`config.mk`:
```
export PLATFORM = sky130hd
export DESIGN_NAME = datapath_flat
export DESIGN_NICKNAME = d
export VERILOG_FILES = /design/src/rtl/datapath_if.sv /design/src/rtl/datapath.sv /design/src/flat_wrapper.sv
export SDC_FILE = /design/constraint.sdc
export NUM_CORES = 1
export LEC_CHECK = 0
export ABC_CLOCK_PERIOD_IN_PS = 8700
export CAP_MARGIN = 0
export CORE_AREA = 4 4 354 356
export DETAILED_ROUTE_END_ITERATION = 10
export DIE_AREA = 0 0 358 360
export PLACE_DENSITY = 0.48
export SKIP_CTS_REPAIR_TIMING = 1
export SYNTH_ARGS = -nofsm -noshare
export SYNTH_HDL_FRONTEND = slang
export SYNTH_SLANG_ARGS = --single-unit
```
`constraint.sdc`:
```
create_clock -name clk -period 8.7 [get_ports clk]
set_input_delay 2.175 -clock clk [delete_from_list [all_inputs] [get_ports clk]]
set_output_delay 2.175 -clock clk [all_outputs]
set_load 0.02 [all_outputs]
```
`src/rtl/datapath_if.sv`:
```
// Datapath control/observation bundle: bus-source selects, register load
// enables, ALU op selects, memory read data, and all register/bus/ALU views.
interface datapath_if;

    // Bus-source selects
    logic        PCout;
    logic        Zlowout;
    logic        MDRout;
    logic        R2out;
    logic        R4out;

    // Register load enables
    logic        MARin;
    logic        Zin;
    logic        PCin;
    logic        MDRin;
    logic        IRin;
    logic        Yin;
    logic        R2in;
    logic        R4in;
    logic        R5in;

    // MDR input mux select (1 = memory, 0 = bus)
    logic        read;

    // ALU op selects
    logic        IncPC;
    logic        ADD;
    logic        SUB;
    logic        AND;
    logic        OR;
    logic        SHR;
    logic        SHL;
    logic        ROR;
    logic        ROL;
    logic        NEG;
    logic        NOT;

    // Memory read data
    logic [31:0] Mdatain;

    // Register contents
    logic [31:0] R0;
    logic [31:0] R1;
    logic [31:0] R2;
    logic [31:0] R3;
    logic [31:0] R4;
    logic [31:0] R5;
    logic [31:0] R6;
    logic [31:0] R7;
    logic [31:0] R8;
    logic [31:0] R9;
    logic [31:0] R10;
    logic [31:0] R11;
    logic [31:0] R12;
    logic [31:0] R13;
    logic [31:0] R14;
    logic [31:0] R15;
    logic [31:0] Hi;
    logic [31:0] Lo;
    logic [31:0] PC;
    logic [31:0] MAR;
    logic [31:0] MDR;
    logic [31:0] IR;
    logic [63:0] Z;

    // Internal bus and combinational ALU result
    logic [31:0] bus_mux_out;
    logic [63:0] ALUout;

    // Controller side: drives selects/enables, observes state
    modport master (
        output PCout, Zlowout, MDRout, R2out, R4out,
        output MARin, Zin, PCin, MDRin, IRin, Yin, R2in, R4in, R5in,
        output read,
        output IncPC, ADD, SUB, AND, OR, SHR, SHL, ROR, ROL, NEG, NOT,
        output Mdatain,
        input  R0, R1, R2, R3, R4, R5, R6, R7,
        input  R8, R9, R10, R11, R12, R13, R14, R15,
        input  Hi, Lo, PC, MAR, MDR, IR, Z,
        input  bus_mux_out, ALUout
    );

    // Datapath side
    modport slave (
        input  PCout, Zlowout, MDRout, R2out, R4out,
        input  MARin, Zin, PCin, MDRin, IRin, Yin, R2in, R4in, R5in,
        input  read,
        input  IncPC, ADD, SUB, AND, OR, SHR, SHL, ROR, ROL, NEG, NOT,
        input  Mdatain,
        output R0, R1, R2, R3, R4, R5, R6, R7,
        output R8, R9, R10, R11, R12, R13, R14, R15,
        output Hi, Lo, PC, MAR, MDR, IR, Z,
        output bus_mux_out, ALUout
    );

endinterface

```
`src/rtl/datapath.sv`:
```
// Single-bus CPU datapath: priority bus mux, register file slice, MDR read
// mux, Y/Z ALU staging registers and a combinational 32-bit ALU.
// Optional feature macro: DATAPATH_ROTATE_EN enables the ROR/ROL ops; when
// undefined those ops produce zero and everything else is unchanged.
module datapath (
    input  logic      clk,
    input  logic      clr,
    datapath_if.slave dp
);

    localparam int unsigned WORD_W  = 32;
    localparam int unsigned DWORD_W = 64;
    localparam int unsigned SHAMT_W = 5;

    logic [WORD_W-1:0]  pc;
    logic [WORD_W-1:0]  mar;
    logic [WORD_W-1:0]  mdr;
    logic [WORD_W-1:0]  ir;
    logic [WORD_W-1:0]  y;
    logic [WORD_W-1:0]  r2;
    logic [WORD_W-1:0]  r4;
    logic [WORD_W-1:0]  r5;
    logic [DWORD_W-1:0] z;

    logic [WORD_W-1:0]  bus;
    logic [WORD_W-1:0]  mdr_in;
    logic [WORD_W-1:0]  alu_a;
    logic [WORD_W-1:0]  alu_b;
    logic [SHAMT_W-1:0] alu_amt;
    logic [WORD_W-1:0]  alu_res;
    logic [DWORD_W-1:0] alu_out;

    // Bus source mux, fixed priority MDR > PC > Zlow > R2 > R4, idle bus is 0
    always_comb begin
        bus = '0;
        if (dp.MDRout) begin
            bus = mdr;
        end else if (dp.PCout) begin
            bus = pc;
        end else if (dp.Zlowout) begin
            bus = z[WORD_W-1:0];
        end else if (dp.R2out) begin
            bus = r2;
        end else if (dp.R4out) begin
            bus = r4;
        end
    end

    // MDR input mux: memory data on a read cycle, bus otherwise
    assign mdr_in = dp.read ? dp.Mdatain : bus;

    assign alu_a   = y;
    assign alu_b   = bus;
    assign alu_amt = alu_b[SHAMT_W-1:0];

    // ALU op select with fixed priority; shifts/rotates take A as data, B[4:0] as amount
    always_comb begin
        alu_res = '0;
        if (dp.IncPC) begin
            alu_res = alu_b + WORD_W'(1);
        end else if (dp.ADD) begin
            alu_res = alu_a + alu_b;
        end else if (dp.SUB) begin
            alu_res = alu_a - alu_b;
        end else if (dp.AND) begin
            alu_res = alu_a & alu_b;
        end else if (dp.OR) begin
            alu_res = alu_a | alu_b;
        end else if (dp.SHR) begin
            alu_res = alu_a >> alu_amt;
        end else if (dp.SHL) begin
            alu_res = alu_a << alu_amt;
        end else if (dp.ROR) begin
`ifdef DATAPATH_ROTATE_EN
            // Doubling the word lets a plain shift wrap the vacated bits around
            alu_res = WORD_W'({alu_a, alu_a} >> alu_amt);
`else
            alu_res = '0;
`endif
        end else if (dp.ROL) begin
`ifdef DATAPATH_ROTATE_EN
            alu_res = WORD_W'(({alu_a, alu_a} << alu_amt) >> WORD_W);
`else
            alu_res = '0;
`endif
        end else if (dp.NEG) begin
            alu_res = WORD_W'(0) - alu_b;
        end else if (dp.NOT) begin
            alu_res = ~alu_b;
        end
    end

    // All ops are 32-bit; the high half of the 64-bit result is always zero
    assign alu_out = {WORD_W'(0), alu_res};

    // Register loads; a register sourcing the bus while loading takes the pre-edge value
    always_ff @(posedge clk or negedge clr) begin
        if (!clr) begin
            pc  <= '0;
            mar <= '0;
            mdr <= '0;
            ir  <= '0;
            y   <= '0;
            r2  <= '0;
            r4  <= '0;
            r5  <= '0;
            z   <= '0;
        end else begin
            if (dp.PCin)  pc  <= bus;
            if (dp.MARin) mar <= bus;
            if (dp.MDRin) mdr <= mdr_in;
            if (dp.IRin)  ir  <= bus;
            if (dp.Yin)   y   <= bus;
            if (dp.R2in)  r2  <= bus;
            if (dp.R4in)  r4  <= bus;
            if (dp.R5in)  r5  <= bus;
            if (dp.Zin)   z   <= alu_out;
        end
    end

    // Registers without a load path read as zero
    assign dp.R0  = '0;
    assign dp.R1  = '0;
    assign dp.R3  = '0;
    assign dp.R6  = '0;
    assign dp.R7  = '0;
    assign dp.R8  = '0;
    assign dp.R9  = '0;
    assign dp.R10 = '0;
    assign dp.R11 = '0;
    assign dp.R12 = '0;
    assign dp.R13 = '0;
    assign dp.R14 = '0;
    assign dp.R15 = '0;
    assign dp.Hi  = '0;
    assign dp.Lo  = '0;

    // Loadable register views
    assign dp.R2  = r2;
    assign dp.R4  = r4;
    assign dp.R5  = r5;
    assign dp.PC  = pc;
    assign dp.MAR = mar;
    assign dp.MDR = mdr;
    assign dp.IR  = ir;
    assign dp.Z   = z;

    // Combinational views
    assign dp.bus_mux_out = bus;
    assign dp.ALUout      = alu_out;

endmodule

```
`src/flat_wrapper.sv`:
```
// flat-port wrapper written by rule: the top's interface ports become plain ports
module datapath_flat 
  (clk, clr, dp_PCout, dp_Zlowout, dp_MDRout, dp_R2out, dp_R4out, dp_MARin, dp_Zin, dp_PCin, dp_MDRin, dp_IRin, dp_Yin, dp_R2in, dp_R4in, dp_R5in, dp_read, dp_IncPC, dp_ADD, dp_SUB, dp_AND, dp_OR, dp_SHR, dp_SHL, dp_ROR, dp_ROL, dp_NEG, dp_NOT, dp_Mdatain, dp_R0, dp_R1, dp_R2, dp_R3, dp_R4, dp_R5, dp_R6, dp_R7, dp_R8, dp_R9, dp_R10, dp_R11, dp_R12, dp_R13, dp_R14, dp_R15, dp_Hi, dp_Lo, dp_PC, dp_MAR, dp_MDR, dp_IR, dp_Z, dp_bus_mux_out, dp_ALUout);
  datapath_if dp_i ();
  input  logic clk;
  input  logic clr;
  input wire logic [$bits(dp_i.PCout)-1:0] dp_PCout;
  input wire logic [$bits(dp_i.Zlowout)-1:0] dp_Zlowout;
  input wire logic [$bits(dp_i.MDRout)-1:0] dp_MDRout;
  input wire logic [$bits(dp_i.R2out)-1:0] dp_R2out;
  input wire logic [$bits(dp_i.R4out)-1:0] dp_R4out;
  input wire logic [$bits(dp_i.MARin)-1:0] dp_MARin;
  input wire logic [$bits(dp_i.Zin)-1:0] dp_Zin;
  input wire logic [$bits(dp_i.PCin)-1:0] dp_PCin;
  input wire logic [$bits(dp_i.MDRin)-1:0] dp_MDRin;
  input wire logic [$bits(dp_i.IRin)-1:0] dp_IRin;
  input wire logic [$bits(dp_i.Yin)-1:0] dp_Yin;
  input wire logic [$bits(dp_i.R2in)-1:0] dp_R2in;
  input wire logic [$bits(dp_i.R4in)-1:0] dp_R4in;
  input wire logic [$bits(dp_i.R5in)-1:0] dp_R5in;
  input wire logic [$bits(dp_i.read)-1:0] dp_read;
  input wire logic [$bits(dp_i.IncPC)-1:0] dp_IncPC;
  input wire logic [$bits(dp_i.ADD)-1:0] dp_ADD;
  input wire logic [$bits(dp_i.SUB)-1:0] dp_SUB;
  input wire logic [$bits(dp_i.AND)-1:0] dp_AND;
  input wire logic [$bits(dp_i.OR)-1:0] dp_OR;
  input wire logic [$bits(dp_i.SHR)-1:0] dp_SHR;
  input wire logic [$bits(dp_i.SHL)-1:0] dp_SHL;
  input wire logic [$bits(dp_i.ROR)-1:0] dp_ROR;
  input wire logic [$bits(dp_i.ROL)-1:0] dp_ROL;
  input wire logic [$bits(dp_i.NEG)-1:0] dp_NEG;
  input wire logic [$bits(dp_i.NOT)-1:0] dp_NOT;
  input wire logic [$bits(dp_i.Mdatain)-1:0] dp_Mdatain;
  output wire logic [$bits(dp_i.R0)-1:0] dp_R0;
  output wire logic [$bits(dp_i.R1)-1:0] dp_R1;
  output wire logic [$bits(dp_i.R2)-1:0] dp_R2;
  output wire logic [$bits(dp_i.R3)-1:0] dp_R3;
  output wire logic [$bits(dp_i.R4)-1:0] dp_R4;
  output wire logic [$bits(dp_i.R5)-1:0] dp_R5;
  output wire logic [$bits(dp_i.R6)-1:0] dp_R6;
  output wire logic [$bits(dp_i.R7)-1:0] dp_R7;
  output wire logic [$bits(dp_i.R8)-1:0] dp_R8;
  output wire logic [$bits(dp_i.R9)-1:0] dp_R9;
  output wire logic [$bits(dp_i.R10)-1:0] dp_R10;
  output wire logic [$bits(dp_i.R11)-1:0] dp_R11;
  output wire logic [$bits(dp_i.R12)-1:0] dp_R12;
  output wire logic [$bits(dp_i.R13)-1:0] dp_R13;
  output wire logic [$bits(dp_i.R14)-1:0] dp_R14;
  output wire logic [$bits(dp_i.R15)-1:0] dp_R15;
  output wire logic [$bits(dp_i.Hi)-1:0] dp_Hi;
  output wire logic [$bits(dp_i.Lo)-1:0] dp_Lo;
  output wire logic [$bits(dp_i.PC)-1:0] dp_PC;
  output wire logic [$bits(dp_i.MAR)-1:0] dp_MAR;
  output wire logic [$bits(dp_i.MDR)-1:0] dp_MDR;
  output wire logic [$bits(dp_i.IR)-1:0] dp_IR;
  output wire logic [$bits(dp_i.Z)-1:0] dp_Z;
  output wire logic [$bits(dp_i.bus_mux_out)-1:0] dp_bus_mux_out;
  output wire logic [$bits(dp_i.ALUout)-1:0] dp_ALUout;
  assign dp_i.PCout = dp_PCout;
  assign dp_i.Zlowout = dp_Zlowout;
  assign dp_i.MDRout = dp_MDRout;
  assign dp_i.R2out = dp_R2out;
  assign dp_i.R4out = dp_R4out;
  assign dp_i.MARin = dp_MARin;
  assign dp_i.Zin = dp_Zin;
  assign dp_i.PCin = dp_PCin;
  assign dp_i.MDRin = dp_MDRin;
  assign dp_i.IRin = dp_IRin;
  assign dp_i.Yin = dp_Yin;
  assign dp_i.R2in = dp_R2in;
  assign dp_i.R4in = dp_R4in;
  assign dp_i.R5in = dp_R5in;
  assign dp_i.read = dp_read;
  assign dp_i.IncPC = dp_IncPC;
  assign dp_i.ADD = dp_ADD;
  assign dp_i.SUB = dp_SUB;
  assign dp_i.AND = dp_AND;
  assign dp_i.OR = dp_OR;
  assign dp_i.SHR = dp_SHR;
  assign dp_i.SHL = dp_SHL;
  assign dp_i.ROR = dp_ROR;
  assign dp_i.ROL = dp_ROL;
  assign dp_i.NEG = dp_NEG;
  assign dp_i.NOT = dp_NOT;
  assign dp_i.Mdatain = dp_Mdatain;
  assign dp_R0 = dp_i.R0;
  assign dp_R1 = dp_i.R1;
  assign dp_R2 = dp_i.R2;
  assign dp_R3 = dp_i.R3;
  assign dp_R4 = dp_i.R4;
  assign dp_R5 = dp_i.R5;
  assign dp_R6 = dp_i.R6;
  assign dp_R7 = dp_i.R7;
  assign dp_R8 = dp_i.R8;
  assign dp_R9 = dp_i.R9;
  assign dp_R10 = dp_i.R10;
  assign dp_R11 = dp_i.R11;
  assign dp_R12 = dp_i.R12;
  assign dp_R13 = dp_i.R13;
  assign dp_R14 = dp_i.R14;
  assign dp_R15 = dp_i.R15;
  assign dp_Hi = dp_i.Hi;
  assign dp_Lo = dp_i.Lo;
  assign dp_PC = dp_i.PC;
  assign dp_MAR = dp_i.MAR;
  assign dp_MDR = dp_i.MDR;
  assign dp_IR = dp_i.IR;
  assign dp_Z = dp_i.Z;
  assign dp_bus_mux_out = dp_i.bus_mux_out;
  assign dp_ALUout = dp_i.ALUout;
  datapath u_core (.clk(clk), .clr(clr), .dp(dp_i));
endmodule
```
==> results of run 1 <==
-- metal layers --
layer | part of all wire, % | vias up | wire length [µm] | global-route usage (%)
met4 | 4.5 | 2 | 6440 | 8.24
li1 | - | 12100 | - | -
met1 | 40 | 13600 | 56800 | 26.0
met2 | 47 | 1478 | 67000 | 35.1
met5 | 0.0091 | - | 13 | 0
met3 | 9.0 | 256 | 12800 | 4.94
-- registers in the layout, indices dropped and copies added (netlist names) --
signal,flops
u_core.alu_a,32
u_core.dp.IR,32
u_core.dp.MAR,32
u_core.dp.MDR,32
u_core.dp.PC,32
u_core.dp.R2,32
u_core.dp.R4,32
u_core.dp.R5,32
u_core.dp.Z,32
-- path summary, 6_finish.rpt --
kind	from	endpoint	slack [ns]	cells past startpoint
worst max-delay path	dp_R2out	dp_ALUout[26]	0.06	22
worst min-delay path	u_core.dp.MAR[1]$_DFFE_PN0P_	u_core.dp.MAR[1]$_DFFE_PN0P_	0.51	1
worst max register to register	u_core.dp.R2[0]$_DFFE_PN0P_	u_core.dp.Z[26]$_DFFE_PN0P_	4.02	23
worst min register to register	u_core.dp.MAR[1]$_DFFE_PN0P_	u_core.dp.MAR[1]$_DFFE_PN0P_	0.51	1
max in group asynchronous	clr	u_core.dp.R4[25]$_DFFE_PN0P_	5.69	2
min in group asynchronous	clr	u_core.dp.R5[9]$_DFFE_PN0P_	1.58	1
-- power by group through the flow --
stage	combinational, mW	clock [mW]	sequential, mW
2_1_floorplan	2.29	0	2.12
3_3_place_gp	4.92	0	1.93
3_5_place_dp	4.90	0	1.93
4_1_cts	4.92	1.70	1.92
5_1_grt	5.38	1.75	1.95
6_report	5.08	1.67	1.93
-- worst max-delay path: stages --
cell and delay [ns]:
buf_2 0.18, buf_4 0.17, nor2b_4 0.05, buf_12 0.14, a221oi_1 0.27, o21a_1 0.23
ha_1 0.26, or3_1 0.44, or3_4 0.40, nor3_4 0.14, nor3_2 0.07, buf_4 0.17
a21oi_4 0.15, buf_6 0.14, a21boi_2 0.05, buf_4 0.13, buf_4 0.13, xor2_1 0.18
a222oi_1 0.53, buf_4 0.24, o31ai_4 0.08, buf_6 0.14
-- final cells by class --
class | instances | area (µm²)
inverter | 130 | 495
timing repair buffer | 1010 | 8760
fill | 13100 | 85200
clock buffer | 39 | 921
tap | 1625 | 2030
multi-input combinational | 2545 | 16700
clock inverter | 23 | 338
sequential | 288 | 7210
antenna | 1 | 2.50
-- kinds of logic (layout without fill, tap and decap cells) --
kind of cell             Yosys count  count (layout)  synth area share (%)
multiplexers                     230             230                  9.42
other                              1             545                0.0139
XOR/XNOR                          62              62                  2.01
buffers and inverters            910            1202                  20.9
AND/OR/NAND/NOR                  682             682                  12.0
AO/OA/AOI/OAI                    931             931                  24.4
adder cells (fa/ha/maj)           96              96                  4.51
flip-flops                       288             288                  26.7
-- cells in the final DEF, fill, tap and decap left out, drive strengths merged, types with 19 or more instances in the layout --
master         instances
nor3                  47
a211oi                31
a221oi                51
buf                  674
xnor2                 55
ha                    94
o221ai                19
mux2i                 49
o21ai                155
a21o                  19
nand2                194
a31oi                 37
inv                  126
nor2                 215
dfrtp                288
a21oi                219
nand4                 19
conb                 544
a221o                 39
clkdlybuf4s50        328
nor4                  31
a22oi                 35
nand3                 76
clkbuf                41
o211ai                59
o31ai                 26
mux2                 180
o21a                  25
==> flow_summary_export.csv, run 1 <==
group,metric,value,unit
run_status,status,"complete, no violations",
die,core_area,0.122,mm²
timing,worstMarginPinSlew,1.08,ns
clock_tree,cts_tree,"yes",
yosys,synth.avg_cell_area,8.43,µm²
global_route,grt_pass1_wl,201000,µm
setup_path,path_class,"in -> out",
timing,fin_crit,8.64,ns
hold_path,hp-class,"reg -> reg",
power_and_ir_drop,p_leak,16.1,nW
setup_path,crit_arrival,6.47,ns
global_route,grt_use_total,21.0,%
place,numPortBuffers,379,
detailed_routing,ant_nets,0,
die,die_area,0.129,mm²
finish,area_growth,35.3,%
place,place_ws,-0.941,ns
die,start_util,22.2,%
yosys,yosysMostFrequentCell,"buf_4",
global_route,grt_pass1_vias,27000,
global_route,grt_max_degree,158,
setup_path,critPathMaxFanout,9,
finish,final_design_area_no_fill,0.0365,mm²
timing,finalHoldViolCount,0,
global_route,antenna_found_initial,4,
timing,setup_ws,0.0551,ns
global_route,overflow,0,
yosys,synth-main-ff-cell,"dfrtp_1",
clock_tree,cts_num_sinks,288,
timing,finalSetupViolCount,0,
clock_tree,cts_max_level,2,
yosys,synth-edff-count,0,
timing,fin_tns_setup,0,ns
yosys,yosysWarnings,0,
run,maxCapViolations,0,
yosys,ys_ff_latch,288,
die,std_cell_rows,128,
yosys,netlist_top_cells_count,"buf_4 (556), dfrtp_1 (288), a21oi_1 (219)",
clock_tree,cts_buffer_depth,3,
detailed_routing,wl_per_cell,25.3,µm
place,gp_congestion,0.981,
yosys,synth_cell_type_count,106,
finish,fin_cells,5661,
power_and_ir_drop,clkPwrFrac,19.3,%
timing,rsz0062_at_grt,"yes",
place,dpl-instance-area,0.0346,mm²
yosys,yosys.area.top_type,"dfrtp_1",
timing,whs,0.506,ns
finish,nNetsFinal,4165,
timing,max_freq,116,MHz
detailed_routing,drc,0,
timing,fin_worst_skew,0.0467,ns
detailed_routing,avgViaCountPerCell,4.85,
detailed_routing,dr.first_iter.drc_count,2333,
yosys,ys_seq_area_share,26.7,%
setup_path,required,6.53,ns
clock_tree,cts_buffers,34,
die,io_pins,924,
power_and_ir_drop,sw_frac_of_total,45.6,%
timing,maxSlewHeadroom,28.2,%
place,place_hpwl,113000,µm
die,die_y,360,µm
power_and_ir_drop,p_int,4.72,mW
timing,finalCritPeriodShare,99.4,%
setup_path,crit_path_start_kind,"input pin",
power_and_ir_drop,power,8.68,mW
clock_tree,insertion_delay,0.59,ns
clock_tree,clockRootBuffer,"clkbuf_16",
setup_path,worst_setup_path_end_kind,"primary output",
detailed_routing,drt-total-wl,143000,µm
power_and_ir_drop,p_seq_share,22.2,%
yosys,synth_top_area_share,26.7,%
finish,utilization,30.0,%
power_and_ir_drop,ir_drop,0.000166,V
power_and_ir_drop,net-switching-power,3.96,mW
yosys,synthesis.area,0.0270,mm²
clock_tree,clkTransAtPathRegs,0.06,ns
timing,final_max_slew_viol_count,0,
yosys,syn_inst,3200,
finish,drive_gt1_share,26.1,%
place,dp.cells,5593,
power_and_ir_drop,powerDensity,238,mW/mm²
die,die_x,358,µm
yosys,async_flop_share,100,%
detailed_routing,dr.pass1.iters,6,
detailed_routing,vias,27500,
yosys,synthTopCellsByArea,"dfrtp_1 (27%), buf_4 (15%), mux2_2 (7.5%)",
power_and_ir_drop,p_comb_share,58.5,%
Note: power is estimated with default switching activity, not from simulation.
==> run 2: changes to the inputs <==
Settings changed: CORE_AREA 4 4 354 356 to 2 2 362 364, DIE_AREA 0 0 358 360 to 0 0 364 366, PLACE_DENSITY 0.48 to 0.46.
==> run 2 against run 1 <==
Critical endpoint is now dp_ALUout[17]. The run now ends with setup timing left. Hold slack improved by 0.0018 ns. Via count about the same. Non-clock buffer count decreased by 34. Routed wire length decreased by 0.94%.
==> flow_summary_export.csv, run 2 (synthesized netlist as in run 1, its figures left out) <==
group,metric,value,unit
clock_tree,cts_buffers,34,
clock_tree,insertion_delay,0.58,ns
timing,finalCritPeriodShare,100,%
place,place_hpwl,110000,µm
finish,drive_gt1_share,25.7,%
place,gp_congestion,0.998,
detailed_routing,dr.pass1.iters,6,
run,maxCapViolations,0,
die,io_pins,924,
die,start_util,20.9,%
detailed_routing,ant_nets,0,
detailed_routing,drc,0,
timing,rsz0062_at_grt,"yes",
setup_path,critical_path.top_delay_family,"compound AO/OA/AOI/OAI gates",
clock_tree,clkTransAtPathRegs,0.06,ns
power_and_ir_drop,p_leak,15.9,nW
die,std_cell_rows,132,
timing,final_max_slew_viol_count,0,
detailed_routing,drt-total-wl,142000,µm
timing,worstMarginPinSlew,1.11,ns
detailed_routing,avgViaCountPerCell,4.78,
clock_tree,clockRootBuffer,"clkbuf_16",
timing,fin_crit,8.70,ns
setup_path,crit_arrival,6.53,ns
setup_path,path_cells,"buf_6, buf_4, or3b_4, buf_4, o2111ai_2, nand2_1, buf_4, ha_1, buf_4, nor3_1, a2111oi_4, o21ai_2, a2111oi_2, buf_4, o31a_1, buf_4, or3_1, a32o_1, a32oi_2, buf_4, buf_4",
die,die_area,0.133,mm²
place,dpl-instance-area,0.0344,mm²
setup_path,crit_slowest_cell,"nor3_1",
setup_path,worst_setup_path_end_kind,"primary output",
finish,nNetsFinal,4131,
timing,finalHoldViolCount,0,
global_route,overflow,0,
timing,max_freq,115,MHz
setup_path,slowest_delay,0.44,ns
hold_path,hp-class,"reg -> reg",
detailed_routing,wl_per_cell,24.7,µm
timing,finalSetupViolCount,1,
timing,setup_ws,-0.00458,ns
finish,final_common_cell,"buf_4",
run_status,status,"complete, but fails checks",
detailed_routing,vias,27500,
finish,final_design_area_no_fill,0.0363,mm²
power_and_ir_drop,ir_drop,0.000172,V
timing,whs,0.508,ns
setup_path,crit_path_start_kind,"input pin",
die,die_x,364,µm
power_and_ir_drop,power,8.50,mW
global_route,antenna_found_initial,5,
global_route,grt_pass1_wl,198000,µm
clock_tree,cts_tree,"yes",
finish,fin_cells,5745,
timing,fin_worst_skew,0.0372,ns
clock_tree,cts_buffer_depth,3,
setup_path,path_class,"in -> out",
detailed_routing,dr.first_iter.drc_count,2340,
place,dp.cells,5672,
clock_tree,cts_num_sinks,288,
finish,area_growth,34.6,%
global_route,grt_max_degree,152,
place,numPortBuffers,379,
timing,maxSlewHeadroom,26.1,%
setup_path,required,6.53,ns
run_status,violations,"setup timing",
setup_path,critPathMaxFanout,4,
clock_tree,cts_max_level,2,
global_route,grt_use_total,20.1,%
setup_path,cp_common_cell,"buf_4",
global_route,grt_pass1_vias,26600,
finish,final_cell_mix,"buf_4 (588), conb_1 (544), clkdlybuf4s50_1 (330)",
die,core_area,0.129,mm²
setup_path,timing.critical_path.buf_inv,9,
die,die_y,366,µm
power_and_ir_drop,powerDensity,234,mW/mm²
## run 2: cell types whose count changed in the layout (fill, tap and decap cells not counted), moves of 3 or more
cell       delta
ha_4          -3
bufinv_16     -6
clkbuf_8      +8
a211oi_2      +3
buf_12        -6
clkinv_2      -7
a221oi_2      +5
ha_2          +3
buf_4        -33
a221oi_1      -4
clkbuf_1      +8
a211oi_1      -4
## run 2: area by class of cell
cell class                 count  area (µm²)
sequential                   288        7210
fill                       13900       92700
tap                         1742        2180
inverter                     130         495
multi-input combinational   2545       16800
clock inverter                 6        81.3
timing repair buffer         976        8490
clock buffer                  55        1060
antenna                        3        7.51
## run 2: metal layers
layer	up-vias	global-route usage [%]	wire length, µm
met5	-	0	11
met4	2	7.73	6460
met3	260	4.47	11800
met2	1508	33.4	66500
met1	13700	25.1	56900
li1	12000	-	-
## run 2: through the flow
stage	setup slack (ns)	utilization, %	TNS [ns]
floorplan	-0.00956	-	-0.00956
global placement	-1.56	26.7	-24.09
detailed placement	-1.50	26.7	-24.08
CTS	-1.52	27.6	-24.88
global route	-0.0943	28.1	-0.167
finish	-0.00458	28.1	-0.00458
## run 2: worst paths after layout
kind	startpoint	to	slack [ns]	depth (start not counted)
worst max-delay path	dp_R4out	dp_ALUout[17]	-0.005	21
min in group asynchronous	clr	u_core.dp.MAR[5]$_DFFE_PN0P_	1.64	1
worst min-delay path	u_core.dp.IR[30]$_DFFE_PN0P_	u_core.dp.IR[30]$_DFFE_PN0P_	0.51	1
worst max register to register	u_core.dp.R2[0]$_DFFE_PN0P_	u_core.dp.Z[26]$_DFFE_PN0P_	4.34	18
worst min register to register	u_core.dp.IR[30]$_DFFE_PN0P_	u_core.dp.IR[30]$_DFFE_PN0P_	0.51	1
max in group asynchronous	clr	u_core.dp.MDR[25]$_DFFE_PN0P_	5.67	2
## run 2: power breakdown
| part | internal, mW | total [mW] | switching [mW] |
|---|---|---|---|
| clock | 0.870 | 1.51 | 0.644 |
| combinational | 2.09 | 5.06 | 2.97 |
| sequential | 1.61 | 1.93 | 0.315 |
| total | 4.57 | 8.50 | 3.93 |
